===== config.mk =====
export PLATFORM = sky130hd
export DESIGN_NAME = param_fifo_flat
export DESIGN_NICKNAME = d
export VERILOG_FILES = /design/src/rtl/fifo_pkg.sv /design/src/rtl/param_fifo_if.sv /design/src/rtl/fifo_ptr.sv /design/src/rtl/param_fifo.sv /design/src/flat_wrapper.sv
export SDC_FILE = /design/constraint.sdc
export NUM_CORES = 1
export LEC_CHECK = 0
export CAP_MARGIN = 20
export CORE_MARGIN = 4
export CORE_UTILIZATION = 55
export DETAILED_ROUTE_END_ITERATION = 8
export GPL_ROUTABILITY_DRIVEN = 0
export PLACE_DENSITY = 0.8
export SLEW_MARGIN = 0
export SYNTH_ARGS = -nofsm -noshare
export SYNTH_HDL_FRONTEND = slang
export SYNTH_SLANG_ARGS = --single-unit

===== constraint.sdc =====
create_clock -name clk -period 4 [get_ports clk]
set_input_delay 0.8 -clock clk [delete_from_list [all_inputs] [get_ports clk]]
set_output_delay 0.8 -clock clk [all_outputs]
set_load 0.01 [all_outputs]

===== src/rtl/fifo_pkg.sv =====
// rtl/fifo_pkg.sv - shared defaults and width helpers for the parametrised FIFO
// Provides default word width / depth and the pointer and occupancy width
// functions used by param_fifo, fifo_ptr and param_fifo_if.
package fifo_pkg;

    localparam int DEF_WIDTH = 16;
    localparam int DEF_DEPTH = 4;

    // Pointer width: enough bits to address DEPTH entries.
    function automatic int ptr_width(input int depth);
        return $clog2(depth);
    endfunction

    // Count width: one extra bit so that count can reach DEPTH itself.
    function automatic int count_width(input int depth);
        return $clog2(depth) + 1;
    endfunction

endpackage


===== src/rtl/param_fifo_if.sv =====
// rtl/param_fifo_if.sv - push/pop data handshake bundle of param_fifo
// Signals:
//   push, pop, data_in : requester -> FIFO
//   data_out, rd_valid : FIFO -> requester (registered in the FIFO)
// Modports: master = requester side, slave = FIFO side.
interface param_fifo_if
    import fifo_pkg::*;
#(
    parameter int WIDTH = DEF_WIDTH
);
    logic             push;
    logic             pop;
    logic [WIDTH-1:0] data_in;
    logic [WIDTH-1:0] data_out;
    logic             rd_valid;

    modport master (
        output push, pop, data_in,
        input  data_out, rd_valid
    );

    modport slave (
        input  push, pop, data_in,
        output data_out, rd_valid
    );
endinterface


===== src/rtl/fifo_ptr.sv =====
// rtl/fifo_ptr.sv - wrap-around pointer with enable and synchronous clear
// Ports:
//   clk, rst : clock, asynchronous active-low reset
//   en       : advance pointer by one (DEPTH-1 wraps to 0)
//   clr      : synchronous clear to 0, wins over en
//   ptr      : current pointer value
module fifo_ptr
    import fifo_pkg::*;
#(
    parameter int DEPTH = DEF_DEPTH,
    localparam int PW   = ptr_width(DEPTH)
) (
    input  logic          clk,
    input  logic          rst,
    input  logic          en,
    input  logic          clr,
    output logic [PW-1:0] ptr
);

    localparam logic [PW-1:0] LAST = PW'(DEPTH - 1);

    always_ff @(posedge clk or negedge rst) begin
        if (!rst) begin
            ptr <= '0;
        end else if (clr) begin
            ptr <= '0;
        end else if (en) begin
            ptr <= (ptr == LAST) ? '0 : ptr + 1'b1;
        end
    end

endmodule


===== src/rtl/param_fifo.sv =====
// rtl/param_fifo.sv - parametrised circular-buffer FIFO with threshold and sticky error flags
// Ports:
//   clk, rst            : clock, asynchronous active-low reset
//   bus (slave)         : push/pop/data_in in, data_out/rd_valid out (registered)
//   flush               : synchronous clear of pointers and count, overrides push/pop
//   clr_err             : synchronous clear of overflow/underflow
//   fifo_ful, fifo_emp  : count==DEPTH / count==0
//   almost_full         : count >= AF_LEVEL
//   almost_empty        : count <= AE_LEVEL
//   count               : occupancy 0..DEPTH
//   overflow, underflow : sticky error flags
module param_fifo
    import fifo_pkg::*;
#(
    parameter int WIDTH    = DEF_WIDTH,
    parameter int DEPTH    = DEF_DEPTH,
    parameter int AF_LEVEL = DEPTH - 1,
    parameter int AE_LEVEL = 1,
    localparam int PW      = ptr_width(DEPTH),
    localparam int CW      = count_width(DEPTH)
) (
    input  logic                clk,
    input  logic                rst,
    param_fifo_if.slave         bus,
    input  logic                flush,
    input  logic                clr_err,
    output logic                fifo_ful,
    output logic                fifo_emp,
    output logic                almost_full,
    output logic                almost_empty,
    output logic [CW-1:0]       count,
    output logic                overflow,
    output logic                underflow
);

    logic [WIDTH-1:0] mem [DEPTH];
    logic [PW-1:0]    wr_ptr;
    logic [PW-1:0]    rd_ptr;
    logic [WIDTH-1:0] data_out_q;
    logic             rd_valid_q;

    logic pop_ok;
    logic push_ok;
    logic push_acc;
    logic pop_acc;
    logic ovf_set;
    logic unf_set;

    // Flags are decoded from the registered count only, so no combinational
    // path exists from push/pop to any output.
    assign fifo_ful     = (count == CW'(DEPTH));
    assign fifo_emp     = (count == '0);
    assign almost_full  = (count >= CW'(AF_LEVEL));
    assign almost_empty = (count <= CW'(AE_LEVEL));

    // A push into a full FIFO is still accepted when a pop frees a slot in
    // the same cycle; the read sees the old word (read-before-write).
    assign pop_ok   = bus.pop & ~fifo_emp;
    assign push_ok  = bus.push & (~fifo_ful | pop_ok);
    assign push_acc = push_ok & ~flush;
    assign pop_acc  = pop_ok & ~flush;

    // Flush leaves the error flags untouched, so rejections during a flush
    // cycle are not reported.
    assign ovf_set = bus.push & ~push_ok & ~flush;
    assign unf_set = bus.pop & fifo_emp & ~flush;

    fifo_ptr #(.DEPTH(DEPTH)) u_wr_ptr (
        .clk (clk),
        .rst (rst),
        .en  (push_acc),
        .clr (flush),
        .ptr (wr_ptr)
    );

    fifo_ptr #(.DEPTH(DEPTH)) u_rd_ptr (
        .clk (clk),
        .rst (rst),
        .en  (pop_acc),
        .clr (flush),
        .ptr (rd_ptr)
    );

    // Storage is intentionally not reset.
    always_ff @(posedge clk) begin
        if (push_acc) begin
            mem[wr_ptr] <= bus.data_in;
        end
    end

    always_ff @(posedge clk or negedge rst) begin
        if (!rst) begin
            count      <= '0;
            data_out_q <= '0;
            rd_valid_q <= 1'b0;
            overflow   <= 1'b0;
            underflow  <= 1'b0;
        end else begin
            rd_valid_q <= pop_acc;
            if (pop_acc) begin
                data_out_q <= mem[rd_ptr];
            end

            if (flush) begin
                count <= '0;
            end else if (push_acc && !pop_acc) begin
                count <= count + 1'b1;
            end else if (pop_acc && !push_acc) begin
                count <= count - 1'b1;
            end

            // A new error in the clr_err cycle wins over the clear.
            overflow  <= ovf_set | (overflow & ~clr_err);
            underflow <= unf_set | (underflow & ~clr_err);
        end
    end

    assign bus.data_out = data_out_q;
    assign bus.rd_valid = rd_valid_q;

endmodule


===== src/flat_wrapper.sv =====
// flat-port wrapper written by rule: the top's interface ports become plain ports
module param_fifo_flat import fifo_pkg::*;
#(
    parameter int WIDTH    = DEF_WIDTH,
    parameter int DEPTH    = DEF_DEPTH,
    parameter int AF_LEVEL = DEPTH - 1,
    parameter int AE_LEVEL = 1,
    localparam int PW      = ptr_width(DEPTH),
    localparam int CW      = count_width(DEPTH)
)
  (clk, rst, flush, clr_err, fifo_ful, fifo_emp, almost_full, almost_empty, count, overflow, underflow, bus_push, bus_pop, bus_data_in, bus_data_out, bus_rd_valid);
  param_fifo_if #(.WIDTH(WIDTH)) bus_i ();
  input  logic clk;
  input  logic rst;
  input  logic flush;
  input  logic clr_err;
  output logic fifo_ful;
  output logic fifo_emp;
  output logic almost_full;
  output logic almost_empty;
  output logic [CW-1:0] count;
  output logic overflow;
  output logic underflow;
  input wire logic [$bits(bus_i.push)-1:0] bus_push;
  input wire logic [$bits(bus_i.pop)-1:0] bus_pop;
  input wire logic [$bits(bus_i.data_in)-1:0] bus_data_in;
  output wire logic [$bits(bus_i.data_out)-1:0] bus_data_out;
  output wire logic [$bits(bus_i.rd_valid)-1:0] bus_rd_valid;
  assign bus_i.push = bus_push;
  assign bus_i.pop = bus_pop;
  assign bus_i.data_in = bus_data_in;
  assign bus_data_out = bus_i.data_out;
  assign bus_rd_valid = bus_i.rd_valid;
  param_fifo #(.WIDTH(WIDTH), .DEPTH(DEPTH), .AF_LEVEL(AF_LEVEL), .AE_LEVEL(AE_LEVEL)) u_core (.clk(clk), .rst(rst), .bus(bus_i), .flush(flush), .clr_err(clr_err), .fifo_ful(fifo_ful), .fifo_emp(fifo_emp), .almost_full(almost_full), .almost_empty(almost_empty), .count(count), .overflow(overflow), .underflow(underflow));
endmodule

==> flow_summary.ini, run 1 <==
[critical_path]
largest_delay_share_family_worst_path = buffers and inverters
critPathKind = flop to output pin
worst_setup_path_end_kind = output pin
slowest_delay_ns = 0.53
cp_data_arrival_time_ns = 2.02
timing.critical_path.buf_inv = 3
timing.critical_path.mode_cell = sky130_fd_sc_hd__inv_1
critPathLaunchType = flop
largest_fanout_on_the_critical_path = 6
critPathSlowestCell = sky130_fd_sc_hd__clkdlybuf4s50_1
path_cells = inv_1 -> ha_1 -> nand2_1 -> inv_1 -> clkdlybuf4s50_1
cp_data_required_time_ns = 3.20

[layout]
seqCellArea_sq_um = 2570
post_layout_util_pct = 68.9
finalInstanceArea_sq_um = 4400
diodes = 0
area_growth_pct = 20.8
multi_input_comb_area_sq_um = 956
mostFrequentLayoutCell = sky130_fd_sc_hd__edfxtp_1
final_nets = 310
fillers = 427
layout-drive-gt1-share_pct = 15.2
mostFrequentLayoutCells = sky130_fd_sc_hd__edfxtp_1 (64), sky130_fd_sc_hd__nand2_1 (53), sky130_fd_sc_hd__clkdlybuf4s50_1 (47), sky130_fd_sc_hd__dfrtp_1 (26), sky130_fd_sc_hd__mux4_2 (16)

[grt]
maximum_number_of_pins_on_one_net_before_global_route_repair = 27
grt_use_met2_pct = 28.7
first_global_vias = 1976
wire_length_of_the_first_global_routing_pass_mm = 9.65
grt.total_usage_pct = 17.1
global_route.usage.met1_pct = 20.8
most_used_layer_global_route = met2
met3_layer_usage_reported_by_global_route_pct = 3.32
grt_antenna_before_repair = 0
grt-ovfl-total = 0

[status]
outcome = complete, no violations

[routing]
drt_iter0_markers = 97
wirelength_mm = 6.14
drt_pass1_iterations = 4
wl_cell_um = 17.1
vias = 1934
via_count_normalized_by_instance_count = 5.37
drcViolationCount = 0
detail-route-antenna-nets = 0

[clock_network]
cts_tree = yes
post-cts-setup-buffers = 0
clk_transition_reported_paths_ns = 0.08
cts-buffers-inserted = 9
number_of_levels_the_h_tree_was_split_into = 3
cts-root-buf = sky130_fd_sc_hd__clkbuf_8
post_cts_resize_count = 0
cts_hold_buffers = 0
cts_sinks = 90
cts_max_path_buffers = 2
insertion_delay_ns = 0.36

[floorplanning]
num_io_pins = 48
rows = 29
die_area_sq_um = 7990
die_h_um = 89.4
start_util_pct = 57.0
core_sq_um = 6390
dieWidth_um = 89.4

[sta]
final_count_of_negative_setup_slack_endpoints = 0
max_freq_mhz = 355
skew_ns = 0.0123
tightestPinTransition_ns = 0.850
hold_violations = 0
layout_min_cycle_time_ns = 2.82
max_slew_margin_pct = 43.3
setup_repair_after_global_routing_missed_its_margin = false
part_of_the_cycle_the_worst_path_needs_pct = 70.4
report.final.slew_viol_count = 0
setup_tns_ns = 0

[placed_design]
port_buffers = 47
place.detailed.hpwl_mm = 3.95
post_dp_cell_area_sq_um = 4150

[synth]
synth_area_per_cell_sq_um = 16.2
synth_cell_types = 32
ys_warn_count = 0
synth.ff_latch_count = 90
syn-cell-area_sq_um = 3640
syn-num-nets = 257
yosysSeqAreaShare_pct = 70.6
post_synth_inst_count = 225

[power]
cellPowerDensity_nw_per_um2 = 606
ir_worst_vdd_mv = 0.402
static-leakage-power_nw = 1.65

[hold_path]
hp-class = flop to flop

[flow_run]
max-cap-violations = 0
[report_power, final]
part	switching, mW	internal (mW)
Sequential	0.0903	1.13
Clock	0.315	0.353
Combinational	0.354	0.427
Total	0.759	1.91
[synth_stat cells]
master / number / share of area [%]
sky130_fd_sc_hd__edfxtp_1: 64 / 53
sky130_fd_sc_hd__inv_2: 1 / 0.10
sky130_fd_sc_hd__a211oi_1: 1 / 0.21
sky130_fd_sc_hd__buf_4: 1 / 0.21
sky130_fd_sc_hd__buf_2: 3 / 0.41
sky130_fd_sc_hd__nor2_1: 7 / 0.72
sky130_fd_sc_hd__nand3_1: 1 / 0.14
sky130_fd_sc_hd__mux4_2: 16 / 9.9
sky130_fd_sc_hd__dfrtp_1: 26 / 18
sky130_fd_sc_hd__o32ai_1: 1 / 0.24
sky130_fd_sc_hd__inv_1: 8 / 0.82
sky130_fd_sc_hd__mux2i_1: 2 / 0.55
sky130_fd_sc_hd__buf_6: 3 / 0.93
sky130_fd_sc_hd__o21ai_2: 2 / 0.48
sky130_fd_sc_hd__a21oi_1: 3 / 0.41
sky130_fd_sc_hd__buf_8: 1 / 0.41
sky130_fd_sc_hd__or2_2: 1 / 0.17
sky130_fd_sc_hd__clkinv_4: 1 / 0.24
sky130_fd_sc_hd__and2_1: 4 / 0.69
sky130_fd_sc_hd__or3_1: 1 / 0.17
sky130_fd_sc_hd__nand3b_4: 1 / 0.55
sky130_fd_sc_hd__nor3_2: 1 / 0.27
sky130_fd_sc_hd__nand2b_1: 4 / 0.69
sky130_fd_sc_hd__o21ai_1: 1 / 0.14
sky130_fd_sc_hd__a311oi_1: 1 / 0.24
sky130_fd_sc_hd__nand2b_4: 2 / 0.76
sky130_fd_sc_hd__ha_1: 10 / 3.4
sky130_fd_sc_hd__o311ai_1: 1 / 0.24
sky130_fd_sc_hd__o21ai_0: 1 / 0.14
sky130_fd_sc_hd__xnor2_1: 2 / 0.48
sky130_fd_sc_hd__o22ai_1: 1 / 0.17
sky130_fd_sc_hd__nand2_1: 53 / 5.5
[worst reg2reg max path, cell delays in order (launching register included)]
cell and delay [ns]:
sky130_fd_sc_hd__dfrtp_1 0.44, sky130_fd_sc_hd__inv_1 0.12, sky130_fd_sc_hd__ha_1 0.27, sky130_fd_sc_hd__nand2_1 0.23
sky130_fd_sc_hd__nor2_1 0.07, sky130_fd_sc_hd__nor2_1 0.18, sky130_fd_sc_hd__and2_1 0.72
[worst paths after layout]
kind | cells after the start | slack (ns) | to | from
max | 5 | 1.18 | fifo_ful | u_core.count[0]$_DFFE_PN0P_
min | 2 | 0.48 | u_core.bus.data_out[7]$_DFFE_PN0P_ | u_core.bus.data_out[7]$_DFFE_PN0P_
max reg2reg | 6 | 1.59 | u_core.mem[1][8]$_DFFE_PP_ | u_core.count[0]$_DFFE_PN0P_
min reg2reg | 2 | 0.48 | u_core.bus.data_out[7]$_DFFE_PN0P_ | u_core.bus.data_out[7]$_DFFE_PN0P_
max in group asynchronous | 2 | 2.93 | u_core.bus.data_out[12]$_DFFE_PN0P_ | rst
min in group asynchronous | 2 | 0.81 | u_core.bus.data_out[14]$_DFFE_PN0P_ | rst
[area by class of cell]
type / instances / area share [%]
inverter: 10 / 0.967
timing repair buffer: 50 / 11.7
tap: 77 / 2.19
clock inverter: 6 / 2.08
clock buffer: 10 / 2.90
sequential: 90 / 58.5
multi-input combinational: 117 / 21.7
[cell families after synthesis]
family          share of synthesized area (%)
simple gates                             9.62
fa+ha+maj                                3.44
mux                                      10.4
buf+inv                                  3.13
xor+xnor                                0.481
flops                                    70.6
compound gates                           2.27
[registers in the layout (all words and copies together) (netlist names)]
| register | flops |
|---|---|
| u_core.mem | 64 |
| u_core.bus.data_out | 16 |
| u_core.count | 3 |
| u_core.u_rd_ptr.ptr | 2 |
| u_core.u_wr_ptr.ptr | 2 |
| u_core.bus.rd_valid | 1 |
| u_core.overflow | 1 |
| u_core.underflow | 1 |
[layer usage]
layer | routed length [um] | vias up
met3 | 250 | 14
li1 | - | 923
met2 | 3100 | 45
met4 | 161 | 0
met5 | 0 | -
met1 | 2630 | 952
[metrics by stage]
stage | instances | worst slack, ns | power (mW) | hold slack (ns)
after global placement | 343 | 1.12 | 1.99 | 0.458
final | 360 | 1.18 | 2.67 | 0.484
after detailed placement | 343 | 1.05 | 2.01 | 0.468
after CTS | 359 | 1.15 | 2.67 | 0.492
after global routing | 360 | 1.06 | 2.82 | 0.502
after floorplan | 225 | 1.92 | 1.67 | 0.504
No activity file was read; power rests on OpenSTA's default activity.
==> inputs of run 2 (changes only) <==
--- a/config.mk
+++ b/config.mk
@@ -7,10 +7,10 @@
 export LEC_CHECK = 0
 export CAP_MARGIN = 20
 export CORE_MARGIN = 4
-export CORE_UTILIZATION = 55
+export CORE_UTILIZATION = 54
 export DETAILED_ROUTE_END_ITERATION = 8
 export GPL_ROUTABILITY_DRIVEN = 0
-export PLACE_DENSITY = 0.8
+export PLACE_DENSITY = 0.78
 export SLEW_MARGIN = 0
 export SYNTH_ARGS = -nofsm -noshare
 export SYNTH_HDL_FRONTEND = slang
==> constraint.sdc (replaced) <==
create_clock -name clk -period 2.65 [get_ports clk]
set_input_delay 0.53 -clock clk [delete_from_list [all_inputs] [get_ports clk]]
set_output_delay 0.53 -clock clk [all_outputs]
set_load 0.01 [all_outputs]
==> run 2 against run 1 <==
Against the previous run: count of clock-buffer cells in the layout decreased by 1; global-route usage decreased by 0.11 points; utilization decreased by 0.21 points; wire length increased by 1.7%; cell count increased by 1.7%; first-iteration DRC count decreased by 20%; cell area increased by 0.82%; die area increased by 1.7%; sequential power increased by 51%; setup slack got worse by 0.99 ns.
==> flow_summary.ini, run 2 (synthesized netlist as in run 1, its figures left out) <==
[clock_network]
cts_max_path_buffers = 2
cts_sinks = 90
clk_transition_reported_paths_ns = 0.09
cts-root-buf = sky130_fd_sc_hd__clkbuf_8
cts_tree = yes
cts_hold_buffers = 0
cts-buffers-inserted = 9
insertion_delay_ns = 0.35
number_of_levels_the_h_tree_was_split_into = 3
post-cts-setup-buffers = 0

[layout]
top_register_by_number_of_flip_flops = u_core.mem
final_nets = 316
layout-drive-gt1-share_pct = 17.6
fillers = 459
area_growth_pct = 21.8
diodes = 0
multi_input_comb_area_sq_um = 961
mostFrequentLayoutCells = sky130_fd_sc_hd__edfxtp_1 (64), sky130_fd_sc_hd__nand2_1 (52), sky130_fd_sc_hd__clkdlybuf4s50_1 (47), sky130_fd_sc_hd__dfrtp_1 (26), sky130_fd_sc_hd__mux4_2 (16)
largest_reg_flops = 64
seqCellArea_sq_um = 2570
post_layout_util_pct = 68.7
mostFrequentLayoutCell = sky130_fd_sc_hd__edfxtp_1

[routing]
drt_iter0_markers = 78
wirelength_mm = 6.25
via_count_normalized_by_instance_count = 5.38
vias = 1969
detail-route-antenna-nets = 0
drcViolationCount = 0
drt_pass1_iterations = 4
wl_cell_um = 17.1

[power]
swShare_pct = 29.0
power.clock.fraction_pct = 22.8
static-leakage-power_nw = 1.68
cellPowerDensity_nw_per_um2 = 887
power.share.sequential_pct = 46.7
power_switching_mw = 1.14
cell_internal_pwr_mw = 2.79
power_frac_comb_pct = 30.5
ir_worst_vdd_mv = 0.413

[critical_path]
critPathLaunchType = flop
cp_data_required_time_ns = 2.12
worst_setup_path_end_kind = output pin
largest_delay_share_family_worst_path = buffers and inverters
timing.critical_path.buf_inv = 3
reg2reg_setup_slack_ns = 0.64
timing.critical_path.mode_cell = sky130_fd_sc_hd__inv_1
critPathKind = flop to output pin
largest_fanout_on_the_critical_path = 5
cp_data_arrival_time_ns = 1.92
path_cells = inv_1 -> ha_2 -> nand2_2 -> inv_1 -> clkdlybuf4s50_1
crit_cells = 5
worst_r2r_path_depth = 7
critPathSlowestCell = sky130_fd_sc_hd__clkdlybuf4s50_1
slowest_delay_ns = 0.53

[hold_path]
worstHoldPathCells = 2
hp-class = flop to flop

[floorplanning]
core_sq_um = 6460
die_area_sq_um = 8120
num_io_pins = 48
dieWidth_um = 90.1
rows = 29
die_h_um = 90.1
start_util_pct = 56.4

[placed_design]
port_buffers = 47
place.detailed.hpwl_mm = 4.19

[flow_run]
max-cap-violations = 0

[status]
outcome = complete, no violations

[sta]
layout_min_cycle_time_ns = 2.45
setup_tns_ns = 0
skew_ns = 0.00801
setup_repair_after_global_routing_missed_its_margin = false
max_slew_margin_pct = 48.7
final_count_of_negative_setup_slack_endpoints = 0
max_freq_mhz = 408
part_of_the_cycle_the_worst_path_needs_pct = 92.5
tightestPinTransition_ns = 0.769
hold_violations = 0
report.final.slew_viol_count = 0

[grt]
first_global_vias = 2085
grt.total_usage_pct = 17.0
grt_antenna_before_repair = 0
wire_length_of_the_first_global_routing_pass_mm = 10.6
maximum_number_of_pins_on_one_net_before_global_route_repair = 27
grt-ovfl-total = 0
[run 2: per-layer routing]
layer	share of wire [%]	up-vias	track usage (%)	routed length [um]
met5	0	-	0	0
met4	1.5	0	6.38	91
met3	4.9	13	5.51	305
met2	53	43	29.6	3300
met1	41	984	19.6	2550
li1	-	929	-	-
[run 2: worst min-delay path, delay by kind of cell (launching register included)]
kind | cells | cell delay (ns)
flip-flops | 1 | 0.35
AND/OR/NAND/NOR | 2 | 0.10
[run 2: area by class of cell]
type	instances	share of cell area (%)
clock buffer	9	2.79
timing repair buffer	56	12.9
clock inverter	7	1.55
inverter	10	0.959
sequential	90	58.0
multi-input combinational	117	21.7
tap	77	2.17
[run 2: final timing paths]
check	to	startpoint
worst max-delay path	fifo_ful	u_core.count[1]$_DFFE_PN0P_
worst min-delay path	u_core.bus.data_out[13]$_DFFE_PN0P_	u_core.bus.data_out[13]$_DFFE_PN0P_
worst max register to register	u_core.mem[1][9]$_DFFE_PP_	u_core.count[0]$_DFFE_PN0P_
worst min register to register	u_core.bus.data_out[13]$_DFFE_PN0P_	u_core.bus.data_out[13]$_DFFE_PN0P_
max in group asynchronous	u_core.u_wr_ptr.ptr[0]$_DFFE_PN0P_	rst
min in group asynchronous	u_core.bus.data_out[7]$_DFFE_PN0P_	rst
[run 2: stage by stage]
stage	instances	hold WS (ns)	area [sq um]	setup slack, ns	total power [mW]
6_report	366	0.478	4440	0.198	3.93
5_1_grt	366	0.519	4440	0.0673	4.17
4_1_cts	365	0.486	4400	0.0615	3.94
3_5_place_dp	349	0.465	4210	0.350	3.04
3_3_place_gp	349	0.456	4210	0.359	3.01
2_1_floorplan	225	0.234	3640	0.618	2.53
[run 2: power by group through the flow]
stage / combinational (mW) / sequential [mW] / clock (mW)
after floorplan: 0.633 / 1.89 / 0
after global placement: 1.11 / 1.90 / 0
after detailed placement: 1.14 / 1.91 / 0
after CTS: 1.14 / 1.88 / 0.921
after global routing: 1.32 / 1.86 / 0.988
final: 1.20 / 1.84 / 0.896
[run 2: what timing repair did]
item | CTS | global route
gates resized for setup | 0 | 2
endpoints found under the setup margin | 0 | 1
endpoints found under the hold margin | 0 | 0
